==> config.mk <==
export PLATFORM = sky130hd
export DESIGN_NAME = bus_arbiter
export DESIGN_NICKNAME = d
export VERILOG_FILES = /design/src/rtl/bus_arbiter.sv
export SDC_FILE = /design/constraint.sdc
export NUM_CORES = 1
export LEC_CHECK = 0
export ABC_AREA = 1
export CAP_MARGIN = 0
export CORE_AREA = 2 2 161 163
export DETAILED_ROUTE_END_ITERATION = 16
export DIE_AREA = 0 0 163 165
export HOLD_SLACK_MARGIN = 0.12
export SETUP_SLACK_MARGIN = 0.3
export SLEW_MARGIN = 15
export SYNTH_ARGS = -nofsm -noshare
export SYNTH_HDL_FRONTEND = slang
export SYNTH_SLANG_ARGS = --single-unit
export TNS_END_PERCENT = 1
==> constraint.sdc <==
create_clock -name clk -period 1.52 [get_ports clk]
set_clock_uncertainty 0.15 [all_clocks]
set_input_delay 0.304 -clock clk [delete_from_list [all_inputs] [get_ports clk]]
set_output_delay 0.304 -clock clk [all_outputs]
set_load 0.01 [all_outputs]
==> src/rtl/bus_arbiter.sv <==
// bus_arbiter
//   Round-robin arbiter that shares one system memory bus between NMASTERS
//   requesters (caches, debug/DMA). A grant is held until the owner drops its
//   request, then one dead RELEASE cycle passes before the next arbitration.
//
// Ports
//   clk, rst_n         clock, asynchronous active-low reset
//   m_req   [N]        per-master request
//   m_ack   [N]        registered one-hot grant (zero when nobody owns the bus)
//   m_addr  [32N]      master i address in bits [32i+31:32i]
//   m_rd/m_wr [N]      per-master read/write strobes
//   m_wdata [32N]      per-master write data
//   m_ready [N]        bus_ready steered to the granted master
//   m_rdata [32]       bus_data broadcast to all masters
//   bus_addr/bus_rd/bus_wr/bus_wdata   shared bus, driven by the owner only
//   bus_data, bus_ready                memory read data and beat completion
//   grant_idx [IDXW]   current owner index, 0 when idle
//   overrun            sticky: a grant outlasted HOLD_LIMIT while others waited
module bus_arbiter #(
  parameter int NMASTERS   = 4,
  parameter int IDXW       = 2,
  parameter int HOLD_LIMIT = 1024
) (
  input  logic                     clk,
  input  logic                     rst_n,
  input  logic [NMASTERS-1:0]      m_req,
  output logic [NMASTERS-1:0]      m_ack,
  input  logic [32*NMASTERS-1:0]   m_addr,
  input  logic [NMASTERS-1:0]      m_rd,
  input  logic [NMASTERS-1:0]      m_wr,
  input  logic [32*NMASTERS-1:0]   m_wdata,
  output logic [NMASTERS-1:0]      m_ready,
  output logic [31:0]              m_rdata,
  output logic [31:0]              bus_addr,
  output logic                     bus_rd,
  output logic                     bus_wr,
  output logic [31:0]              bus_wdata,
  input  logic [31:0]              bus_data,
  input  logic                     bus_ready,
  output logic [IDXW-1:0]          grant_idx,
  output logic                     overrun
);

  localparam int              HW       = (HOLD_LIMIT > 0) ? $clog2(HOLD_LIMIT + 1) : 1;
  localparam logic [HW-1:0]   HOLD_MAX = HW'(HOLD_LIMIT);
  localparam logic [IDXW-1:0] LAST_RST = IDXW'(NMASTERS - 1);

  typedef enum logic [1:0] {IDLE, GRANT, RELEASE} state_t;

  state_t          state;
  logic [IDXW-1:0] rr_last;
  logic [IDXW-1:0] winner;
  logic [HW-1:0]   hold_cnt;
  logic [HW-1:0]   hold_nxt;
  logic            owner_req;
  logic            others_req;

  logic [31:0]     addr_arr  [NMASTERS];
  logic [31:0]     wdata_arr [NMASTERS];

  // Search begins one past the previous winner and wraps, so the last owner
  // is always considered last. Scanning from the far end lets the nearest
  // requester overwrite the result.
  function automatic logic [IDXW-1:0] rr_pick(input logic [NMASTERS-1:0] req,
                                              input logic [IDXW-1:0]     last);
    logic [IDXW-1:0] pick;
    logic [31:0]     cand;
    pick = '0;
    for (int k = NMASTERS; k >= 1; k--) begin
      cand = (32'(last) + 32'(k)) % 32'(NMASTERS);
      if (req[cand[IDXW-1:0]]) pick = cand[IDXW-1:0];
    end
    return pick;
  endfunction

  assign winner     = rr_pick(m_req, rr_last);
  assign owner_req  = |(m_req & m_ack);
  assign others_req = |(m_req & ~m_ack);
  assign hold_nxt   = (hold_cnt == HOLD_MAX) ? hold_cnt : hold_cnt + HW'(1);

  always_ff @(posedge clk or negedge rst_n) begin
    if (!rst_n) begin
      state     <= IDLE;
      m_ack     <= '0;
      grant_idx <= '0;
      rr_last   <= LAST_RST;
      hold_cnt  <= '0;
      overrun   <= 1'b0;
    end else begin
      case (state)
        IDLE: begin
          if (|m_req) begin
            state     <= GRANT;
            m_ack     <= NMASTERS'(1) << winner;
            grant_idx <= winner;
            rr_last   <= winner;
            hold_cnt  <= '0;
          end
        end
        GRANT: begin
          if (!owner_req) begin
            state     <= RELEASE;
            m_ack     <= '0;
            grant_idx <= '0;
          end else begin
            hold_cnt <= hold_nxt;
            // The grant is never revoked; a long hold is only flagged.
            if ((HOLD_LIMIT != 0) && (hold_nxt == HOLD_MAX) && others_req)
              overrun <= 1'b1;
          end
        end
        RELEASE: state <= IDLE;
        default: state <= IDLE;
      endcase
    end
  end

  for (genvar i = 0; i < NMASTERS; i++) begin : g_unpack
    assign addr_arr[i]  = m_addr[32*i +: 32];
    assign wdata_arr[i] = m_wdata[32*i +: 32];
  end

  // Bus side follows the registered grant; strobes from non-owners never
  // reach the bus.
  always_comb begin
    bus_addr  = '0;
    bus_wdata = '0;
    bus_rd    = 1'b0;
    bus_wr    = 1'b0;
    if (state == GRANT) begin
      bus_addr  = addr_arr[grant_idx];
      bus_wdata = wdata_arr[grant_idx];
      bus_rd    = m_rd[grant_idx];
      bus_wr    = m_wr[grant_idx];
    end
  end

  assign m_ready = {NMASTERS{bus_ready}} & m_ack;
  assign m_rdata = bus_data;

endmodule

==> results_dict.tcl <==
set metrics [dict create \
    clock_latency_ns 0.26 \
    die_w_um 163 \
    drtIter0Drc 459 \
    crit_type "flip-flop to output pin" \
    drc 0 \
    dieArea_sq_um 26900 \
    dp_slack_ns -0.771 \
    dieHeight_um 165 \
    gr-usage-met3_pct 3.89 \
    fin_util_pct 35.2 \
    crit_path_max_incr_delay_ns 0.57 \
    nets 1424 \
    r2r_setup_slack_ns -0.13 \
    htreeDepth 1 \
    overflow 0 \
    portBuffers 347 \
    antenna_left 0 \
    vias 6242 \
    yosysSeqAreaShare_pct 14.0 \
    synth_edf_count 0 \
    fin_ws_ns -0.664 \
    hold_path_class "input port to async pin" \
    place_congestion 0.860 \
    synth_top_area_share_pct 26.7 \
    cts_buffer_depth 2 \
    ctsRootBufferMaster "clkbuf_16" \
    fmax_mhz 458 \
    drive_gt1_share_pct 31.6 \
    final_cells 1451 \
    ys_types 29 \
    design.core.area_sq_um 25000 \
    outcome "complete, but fails checks" \
    syn_inst 767 \
    syn_nets 1072 \
    synth_area_sq_um 3950 \
    arrival_ns 1.73 \
    synthArstFlopShare_pct 100 \
    synth.area.top_cells "nor2_1 27%, o21ai_0 17%, dfrtp_1 13%, a21oi_1 8.5%, nand2_1 6.4%" \
    relSlewSlack_pct 80.8 \
    setup_viol 77 \
    r2r_end "grant_idx[1]" \
    crit_chain "buf_12 -> clkbuf_16 -> buf_6 -> nor2_1 -> nor2_1 -> o21ai_1 -> a21oi_2 -> buf_2" \
    grt_pass1_vias 6053 \
    grt_use_total_pct 16.0 \
    ys.warnings.count 0 \
    wl_per_cell_um 16.9 \
    grt.busiest_layer "met2" \
    tightest_slew_ns 0.286 \
    dp_hpwl_um 18200 \
    r2r_cells 8 \
    synth.most_common_cell "nor2_1" \
    grt_use_met1_pct 20.0 \
    timing.rr.start "rr_last[0]" \
    ys_seq_elements 22 \
    clock_sinks 22 \
    antenna_found_initial 5 \
    critPathSlowestCell "dfrtp_4" \
    finalHoldViolations 0 \
    dp_cells 1428 \
    use_met2_pct 28.4 \
    yosys_most_used_dff "dfrtp_1" \
    post-route-min-period_ns 2.18 \
    start_kind "flip-flop" \
    ys_top_cells_by_count "281 x nor2_1, 136 x o21ai_0, 67 x a21oi_1, 67 x nand2_1, 33 x buf_4" \
    crit_top_cell "nor2_1" \
    ios 412 \
    power_per_cell_area_nw_per_um2 1480 \
    vias_per_cell 4.30 \
    violations "setup timing" \
    syn2layout_area_growth_pct 123 \
    drtPass1Iterations 5 \
    finalCritPeriodShare_pct 144 \
    grt_pass1_wl_um 33900 \
    grt_max_degree 47 \
    cts_buffers 3 \
    max_cap_violations 0 \
    whs_ns 0.234 \
    cp.required_ns 1.07 \
    drv_slew 0 \
    vdd_drop_max_uv 656 \
    rsz0062_at_grt "true" \
    p_leak_nw 3.70 \
    fill_cells 2678 \
    clk_pin_slew_ns 0.07 \
    tritoncts "yes" \
    rows 58 \
    avgSynthCellArea_sq_um 5.15 \
    routed_wl_um 24600 \
    start_util_pct 15.8 \
    postCtsHoldBufs 0 \
    cp-end-kind "output pin" \
    yosys.area.top_type "nor2_1" \
    critical_path.startpoint "grant_idx[0]" \
    cp_max_fo 7 \
]
sequential cells by signal, indices dropped and copies added (netlist names):
signal / flops
m_ack: 4
grant_idx: 2
state: 2
hold_cnt: 11
overrun: 1
rr_last: 2
timing repair:
| action | CTS | global route |
|---|---|---|
| buffers inserted | 0 | 5 |
| setup endpoints to repair | 99 | 99 |
| pin swaps | 19 | 41 |
| gates cloned | 2 | 9 |
| resized for setup | 284 | 188 |
worst max-delay path by stage:
| stage | end |
|---|---|
| 2_1_floorplan | bus_addr[20] |
| 3_3_place_gp | bus_wr |
| 3_5_place_dp | bus_addr[7] |
| 4_1_cts | bus_addr[7] |
| 5_1_grt | bus_wdata[4] |
| 6_report | bus_addr[10] |
where the power goes:
group,switching (mW),leakage (nW),total (mW),internal (mW)
combinational,6.28,3.39,11.5,5.22
clock,0.222,0.0382,0.580,0.358
sequential,0.207,0.277,0.956,0.749
worst max-delay path, delay by kind of cell (launching register included):
kind / cells / cell delay [ns]
flops: 1 / 0.57
compound gates: 2 / 0.17
simple gates: 2 / 0.14
buf+inv: 4 / 0.58
layout make-up:
class | instances | area (sq um) | share of cell area (%)
multi-input cells | 626 | 3360 | 38.2
diodes | 3 | 7.51 | 0.0852
repair buffers | 430 | 4230 | 48.0
inverters | 36 | 155 | 1.76
well taps | 330 | 413 | 4.69
clock buffers | 4 | 78.8 | 0.895
flip-flops and latches | 22 | 563 | 6.39
placed cells by master (no fill, tap or decap), types with 3 or more instances in the layout:
| cell | count |
|---|---|
| o21ai_1 | 100 |
| a21oi_2 | 67 |
| nor2_4 | 9 |
| buf_8 | 4 |
| buf_2 | 60 |
| nand2_1 | 62 |
| buf_16 | 3 |
| buf_12 | 17 |
| o21ai_2 | 30 |
| dlygate4sd2_1 | 7 |
| buf_6 | 13 |
| nand3_1 | 26 |
| dfrtp_1 | 14 |
| diode_2 | 3 |
| nor2_1 | 234 |
| dfrtp_2 | 5 |
| clkdlybuf4s50_1 | 265 |
| o21ai_0 | 12 |
| xor2_1 | 3 |
| nor2_2 | 44 |
| o22ai_1 | 3 |
| inv_1 | 27 |
| buf_4 | 43 |
| clkbuf_2 | 7 |
| inv_2 | 6 |
| nand2_2 | 18 |
| nand4_1 | 3 |
| clkbuf_16 | 9 |
cells by family (layout without fill, tap and decap cells):
kind of cell / Yosys count / in the layout / synth area share (%)
other cells: 0 / 3 / 0
compound gates: 217 / 217 / 28.0
flops: 22 / 22 / 14.0
xor+xnor: 4 / 4 / 0.888
buf+inv: 119 / 470 / 15.2
simple gates: 403 / 403 / 41.3
fa+ha+maj: 2 / 2 / 0.634
metal layers:
metal / vias up / routed length, um
met1: 2799 / 10300
met4: 2 / 259
met3: 22 / 2010
met5: - / 13
li1: 3180 / -
met2: 239 / 12000
through the flow:
stage / power [mW] / area, sq um / TNS, ns
after floorplan: 6.96 / 4390 / -5.53
after CTS: 12.1 / 8430 / -41.33
after detailed placement: 11.6 / 8320 / -55.42
after global routing: 14.1 / 8810 / -46.14
final: 13.0 / 8810 / -39.36
after global placement: 11.6 / 8320 / -54.06
(Power assumes the default switching activity.)
